`config.mk`:
```
export PLATFORM = sky130hd
export DESIGN_NAME = mio_bus_slave
export DESIGN_NICKNAME = d
export VERILOG_FILES = /design/src/rtl/mio_bus_slave.sv
export SDC_FILE = /design/constraint.sdc
export NUM_CORES = 1
export LEC_CHECK = 0
export CAP_MARGIN = 20
export CELL_PAD_IN_SITES_DETAIL_PLACEMENT = 1
export CELL_PAD_IN_SITES_GLOBAL_PLACEMENT = 2
export CORE_MARGIN = 2
export CORE_UTILIZATION = 23
export CTS_CLUSTER_DIAMETER = 150
export DETAILED_ROUTE_END_ITERATION = 10
export PLACE_DENSITY = 0.81
export SLEW_MARGIN = 30
export SYNTH_ARGS = -nofsm -noshare
export SYNTH_HDL_FRONTEND = slang
export SYNTH_SLANG_ARGS = --single-unit
```
`constraint.sdc`:
```
create_clock -name clk -period 3.9 [get_ports clk]
set_clock_uncertainty 0.15 [all_clocks]
set_input_delay 0.585 -clock clk [delete_from_list [all_inputs] [get_ports clk]]
set_output_delay 0.585 -clock clk [all_outputs]
set_load 0.1 [all_outputs]
```
`src/rtl/mio_bus_slave.sv`:
```
// MIO responder: accepts qualified CPU requests and routes them to block RAM or the peripheral port.
// Define MIO_TIMEOUT_EN to add a peripheral ack timeout that completes with bus_err and 32'hDEAD_BEEF.
module mio_bus_slave #(
  parameter int unsigned RAM_WAIT   = 2,
  parameter int unsigned RAM_AW     = 12,
  parameter logic [3:0]  IO_PREFIX  = 4'hE,
  parameter int unsigned IO_TIMEOUT = 255
) (
  input  logic              clk,
  input  logic              reset_n,
  input  logic              cpu_mio,
  input  logic              mem_r,
  input  logic              mem_w,
  input  logic [31:0]       addr,
  input  logic [1:0]        data_sel,
  input  logic [31:0]       wdata,
  output logic              mio_ready,
  output logic [31:0]       rdata,
  output logic              ram_en,
  output logic [3:0]        ram_we,
  output logic [RAM_AW-1:0] ram_addr,
  output logic [31:0]       ram_din,
  input  logic [31:0]       ram_dout,
  output logic              io_rd,
  output logic              io_wr,
  output logic [31:0]       io_addr,
  output logic [31:0]       io_din,
  output logic [3:0]        io_be,
  input  logic [31:0]       io_dout,
  input  logic              io_ack,
  output logic              bus_err
);

  localparam int unsigned CntMax = (RAM_WAIT > IO_TIMEOUT) ? RAM_WAIT : IO_TIMEOUT;
  localparam int unsigned CntW   = $clog2(CntMax + 1);

  typedef enum logic [1:0] {StIdle, StRamWait, StIoWait, StDone} state_e;

  state_e            state_q, state_d;
  logic [CntW-1:0]   cnt_q;
  logic              wr_q;
  logic [31:0]       addr_q, din_q, rdata_q;
  logic [3:0]        be_q, ram_we_q;
  logic              ram_en_q, io_rd_q, io_wr_q, bus_err_q;
  logic              req, is_io, timeout;
  logic [3:0]        be;
  logic [31:0]       din_rep;

  assign req   = cpu_mio & (mem_r | mem_w);
  assign is_io = addr[31:28] >= IO_PREFIX;

`ifdef MIO_TIMEOUT_EN
  assign timeout = (state_q == StIoWait) && !io_ack && (cnt_q == CntW'(IO_TIMEOUT - 1));
`else
  assign timeout = 1'b0;
`endif

  // Lane enables and lane-replicated store data from the live request.
  always_comb begin
    be      = 4'b1111;
    din_rep = wdata;
    unique case (data_sel)
      2'b01: begin
        be      = 4'b0001 << addr[1:0];
        din_rep = {4{wdata[7:0]}};
      end
      2'b10: begin
        be      = addr[1] ? 4'b1100 : 4'b0011;
        din_rep = {2{wdata[15:0]}};
      end
      default: ;
    endcase
  end

  always_ff @(posedge clk or negedge reset_n) begin
    if (!reset_n) state_q <= StIdle;
    else          state_q <= state_d;
  end

  always_comb begin
    state_d = state_q;
    unique case (state_q)
      StIdle:    if (req) state_d = is_io ? StIoWait : StRamWait;
      StRamWait: if (cnt_q == '0) state_d = StDone;
      StIoWait:  if (io_ack || timeout) state_d = StDone;
      StDone:    state_d = StIdle;
      default:   state_d = StIdle;
    endcase
  end

  always_ff @(posedge clk or negedge reset_n) begin
    if (!reset_n) begin
      cnt_q     <= '0;
      wr_q      <= 1'b0;
      addr_q    <= '0;
      din_q     <= '0;
      be_q      <= '0;
      rdata_q   <= '0;
      ram_en_q  <= 1'b0;
      ram_we_q  <= '0;
      io_rd_q   <= 1'b0;
      io_wr_q   <= 1'b0;
      bus_err_q <= 1'b0;
    end else begin
      ram_we_q  <= '0;
      bus_err_q <= 1'b0;
      unique case (state_q)
        StIdle: begin
          if (req) begin
            wr_q   <= mem_w;
            addr_q <= addr;
            din_q  <= din_rep;
            be_q   <= be;
            if (is_io) begin
              io_rd_q <= ~mem_w;
              io_wr_q <= mem_w;
              cnt_q   <= '0;
            end else begin
              ram_en_q <= 1'b1;
              ram_we_q <= mem_w ? be : 4'b0000;
              cnt_q    <= CntW'(RAM_WAIT - 1);
            end
          end
        end
        StRamWait: begin
          if (cnt_q == '0) begin
            ram_en_q <= 1'b0;
            if (!wr_q) rdata_q <= ram_dout;
          end else begin
            cnt_q <= cnt_q - CntW'(1);
          end
        end
        StIoWait: begin
          if (io_ack) begin
            io_rd_q <= 1'b0;
            io_wr_q <= 1'b0;
            if (!wr_q) rdata_q <= io_dout;
          end else if (timeout) begin
            io_rd_q   <= 1'b0;
            io_wr_q   <= 1'b0;
            rdata_q   <= 32'hDEAD_BEEF;
            bus_err_q <= 1'b1;
          end else begin
            cnt_q <= cnt_q + CntW'(1);
          end
        end
        default: ;
      endcase
    end
  end

  // Ready is combinational on req in idle so the controller never advances in the request cycle.
  always_comb begin
    mio_ready = ((state_q == StIdle) && !req) || (state_q == StDone);
  end

  assign rdata    = rdata_q;
  assign ram_en   = ram_en_q;
  assign ram_we   = ram_we_q;
  assign ram_addr = addr_q[RAM_AW+1:2];
  assign ram_din  = din_q;
  assign io_rd    = io_rd_q;
  assign io_wr    = io_wr_q;
  assign io_addr  = addr_q;
  assign io_din   = din_q;
  assign io_be    = be_q;
  assign bus_err  = bus_err_q;

endmodule

```
; Word level (Yosys, flattened, before mapping)
; Index checks and enable logic that the tools add are counted.
[totals]
reg_bits = 118
in_bits = 136
out_inout_bits = 153
elab_cells = 80
[op_classes]
n_addsub = 2
n_lt_le_gt_ge = 1
n_eq_ne = 14
n_shift = 1
n_mux = 33
bitwise = 3
n_reduce_logical = 15
[ops]
columns = operator, count
row1 = 32-bit two-way mux, 4
row2 = 32-bit case mux with 2 select lines, 2
row3 = 8-bit two-way mux, 3
row4 = 8-bit case mux with 3 select lines, 1
row5 = 4-bit two-way mux, 5
row6 = "2-bit != test, second input constant", 9
row7 = 4-bit AND reduction, 3
row8 = 1-bit two-way mux, 9
row9 = "8-bit by 1-bit adder with 8-bit output, second input constant", 1
row10 = 8-bit zero test, 1
row11 = 2-bit two-way mux, 4
row12 = 2-bit case mux with 4 select lines, 1
row13 = 4-bit case mux with 2 select lines, 1
row14 = "8-bit by 1-bit subtractor with 8-bit output, second input constant", 1
row15 = "2-bit equality test, second input constant", 3
row16 = 1-bit case mux with 2 select lines, 3
row17 = 2-bit nonzero test, 3
row18 = 5-bit AND reduction, 1
row19 = "2-bit by 1-bit equality test with 1-bit output, second input constant", 2
row20 = "4-bit greater-or-equal comparator, second input constant", 1
row21 = "1-bit by 2-bit << shifter with 4-bit output, first input constant", 1
row22 = 3-bit AND reduction, 1
row23 = 3-bit nonzero test, 1
row24 = 2-bit zero test, 1
row25 = 7 further kinds, 7

; Depth between registers and ports, before layout
[logic_depth]
word_depth = 6
ltp_mapped = 11
ltp_nobuf = 9

; Worst setup path after synthesis
; Ideal clock, no wire load.
[synth_timing]
path_kind = register to register
start = register state_q[0]
end = register cnt_q[7]
arrival_ps = 2972
required_time_ps = 3663
setup_slack_ps = 691
path_stages_with_launch = 12
path_buffers = 2
period_less_slack_ps = 3209
path_cell_list = dfrtp_1 -> inv_1 -> ha_1 -> buf_4 -> buf_1 -> inv_1 -> ha_1 -> a21o_1 -> a31o_2 -> a31o_2 -> or4_1 -> o211ai_1
[synth_via]
elab_chain_cells = 3
[synth_lines]
columns = item, line_no
row1 = start: declaration, 39  ; state_e state_q, state_d;
row2 = start signal: assignment, 76  ; if (!reset_n) state_q <= StIdle;
row3 = start signal: assignment, 77  ; else state_q <= state_d;
row4 = "2-bit by 1-bit equality test with 1-bit output, or another cell as far along", 107  ; unique case (state_q)
row5 = 2-bit != test (no source line) or 3-bit nonzero test (tied branches), n/a
row6 = 4-bit AND reduction (no source line), n/a
row7 = end signal: assignment, 121  ; cnt_q <= CntW'(RAM_WAIT - 1);
row8 = end signal: assignment, 130  ; cnt_q <= cnt_q - CntW'(1);
row9 = end signal: assignment, 144  ; cnt_q <= cnt_q + CntW'(1);
row10 = end: declaration, 40  ; logic [CntW-1:0] cnt_q;
; Parallel ways exist; a longest one is shown, timed or not.
; A chain may end at the register's enable or synchronous reset.

; Worst setup path after layout
[layout_timing]
start = input port mem_w
end = output port mio_ready
[layout_via]
elab_chain_cells = 5
[layout_lines]
columns = item, line_no
row1 = start: declaration, 13  ; input logic mem_w,
row2 = 1-bit OR, 49  ; assign req = cpu_mio & (mem_r | mem_w);
row3 = 1-bit bitwise AND, 49
row4 = 1-bit zero test, 154  ; mio_ready = ((state_q == StIdle) && !req) || (state_q == StDone);
row5 = 1-bit logical AND, 154
row6 = 1-bit logical OR, 154
row7 = end: declaration, 17  ; output logic mio_ready,
; Every way passes these cells.

==> out/qor.csv <==
stage,metric,value,unit
sta,max_clock_freq,344,MHz
yosys,yosysWarnings,0,
placement,placed_cell_area,8710,sq um
finish,n_antenna_cell,0,
grt,grt_pass1_wl,30.4,mm
finish,fin_nets,1033,
critical_path,crit_arrival,2.18,ns
drt,wl_per_cell,16.1,microns
finish,num-fill-cells,2912,
grt,grt_usage,0.147,
grt,grt_pass1_vias,5562,
clock_tree,cts-hold-fix-buffers,0,
drt,antenna_left,0,
placement,place_ws,0.855,ns
floorplan,ios,289,
drt,vias,5310,
grt,antenna_found_initial,0,
yosys,synthArstFlopShare,1.00,
sta,maxSlewViolCount,0,
run_status,status,finished clean,
yosys,synthAdderAreaFrac,0.0278,
yosys,avgSynthCellArea,9.04,sq um
clock_tree,clock-sinks,118,
critical_path,cp-end-kind,output port,
floorplan,die-height,164,microns
clock_tree,path_clk_slew,0.06,ns
sta,worst_slack,0.989,ns
sta,finalCritPeriodShare,0.746,
sta,worst_pin_slew,1.04,ns
placement,dp_hpwl,14.6,mm
clock_tree,cts_setup_buffers,0,
yosys,yosys-top-cells-count,"nand2_1, dfrtp_1, nor2_1, a21oi_1, buf_4",
floorplan,die_x,164,microns
finish,layout-drive-gt1-share,0.0682,
yosys,yosysTopAreaCell,dfrtp_1,
placement,io_buffers,287,
yosys,synth-xor-area-share,0.00877,
clock_tree,root_buffer,clkbuf_16,
clock_tree,h-tree-depth,4,
critical_path,cp_max_fo,4,
floorplan,core_area,25100,sq um
drt,first_pass_iters,4,
yosys,synth_top_family_by_area,simple AND/OR/NAND/NOR gates,
sta,relSlewSlack,0.305,
sta,setup_tns,0,ns
grt,grt-ovfl-total,0,
clock_tree,clockBufferDepth,2,
grt,grt_max_degree,65,
sta,rsz0062_at_grt,no,
yosys,yosysMostFrequentCell,nand2_1,
drt,routed_wl,19.7,mm
clock_tree,numCtsBuffers,17,
yosys,synthMuxAreaShare,0.0582,
critical_path,critPathLaunchType,primary input,
yosys,synth_cells,647,
floorplan,start_util,0.233,
flow_run,maxCapViolations,0,
finish,postLayoutCellArea,9270,sq um
clock_tree,worstSkewPairLatency,0.41,ns
yosys,ys_seq_elements,118,
yosys,synthFlopType,dfrtp_1,
hold_path,hold_class,primary input to async pin,
clock_tree,cts_resized,0,
floorplan,rows,58,
drt,viasPerCell,4.33,
yosys,synth-simple-area-share,0.191,
finish,syn2layout_area_growth,58.5,%
clock_tree,cts_tree,built,
yosys,synth_compound_area_frac,0.120,
placement,gp_congestion,0.742,
sta,fin_crit,2.91,ns
critical_path,worstPathRequired,3.16,ns
floorplan,die_area,26700,sq um
drt,drtIter0Drc,197,
yosys,synth_top_cell_area_share,0.505,
sta,final_hold_viol_count,0,
yosys,synthesis.area,5850,sq um
sta,setup_viol,0,
drt,drc,0,
yosys,synthTopCellsByArea,"dfrtp_1, nand2_1, buf_4",
yosys,synth_cell_types,43,
yosys,synth_edf_count,0,
yosys,synth.net_count,796,
yosys,yosysSeqAreaShare,0.505,
critical_path,critPathKind,primary input to output port,
-- final timing paths --
path / startpoint / endpoint / slack [ns] / cells past startpoint
max reg2reg: state_q[0] / cnt_q[7] / 1.11 / 8
max: mem_w / mio_ready / 0.99 / 5
min reg2reg: io_addr[24] / io_addr[24] / 0.32 / 2
max in group asynchronous: reset_n / io_addr[5] / 2.65 / 2
min in group clk: io_addr[24] / io_addr[24] / 0.32 / 2
min: reset_n / rdata[7] / 0.10 / 1
-- area by class of cell --
class / instances / area [sq um] / area share
Clock buffer: 18 / 439 / 0.0474
Sequential cell: 118 / 2950 / 0.318
Multi-Input combinational cell: 440 / 2380 / 0.257
Inverter: 12 / 45.0 / 0.00486
Timing Repair Buffer: 295 / 2910 / 0.314
Clock inverter: 12 / 131 / 0.0142
Tap cell: 330 / 413 / 0.0445
-- placed cells by master (no fill, tap or decap), types with 9 or more instances in the layout --
master / instances
buf_2: 9
ha_1: 12
mux2i_1: 34
a21oi_1: 54
nor2_1: 92
o21ai_0: 19
nand2_1: 158
clkbuf_16: 17
clkdlybuf4s50_1: 276
inv_1: 12
dfrtp_1: 118
-- flip-flops by register name (all words and copies together), names as in the netlist --
name,count
io_addr,32
state_q,2
rdata,32
io_wr,1
cnt_q,8
io_be,4
ram_en,1
wr_q,1
io_din,32
ram_we,4
io_rd,1
-- cells by family (layout without fill, tap and decap cells) --
family | after synthesis | in the layout
buffers and inverters | 89 | 337
XOR/XNOR | 5 | 5
other | 1 | 1
flip-flops | 118 | 118
AND/OR/NAND/NOR | 276 | 276
multiplexers | 34 | 34
AO/OA/AOI/OAI | 111 | 111
adder cells (fa/ha/maj) | 13 | 13
-- stage by stage --
stage | cells | hold slack (ns) | utilization
after global routing | 1225 | 0.158 | 0.369
after CTS | 1225 | 0.128 | 0.370
after detailed placement | 1195 | 0.314 | 0.347
final | 1225 | 0.104 | 0.369
after floorplan | 647 | 0.139 | -
after global placement | 1195 | 0.310 | 0.348
-- critical path, stage by stage --
cell and delay, ns:
clkdlybuf4s50_1 0.46, o21ai_0 0.49, nand2_1 0.22, nand2b_1 0.12
buf_4 0.29
-- metal layers --
metal	wire length, microns	track usage	vias up
li1	-	-	2574
met1	8530	0.183	2504
met2	9210	0.241	218
met3	1790	0.0521	14
met4	216	0.0403	0
met5	0	0	-
Power is left out: the tool's default activity adds up to more than one toggle a clock period on the data nets, which glitch-free logic cannot reach.
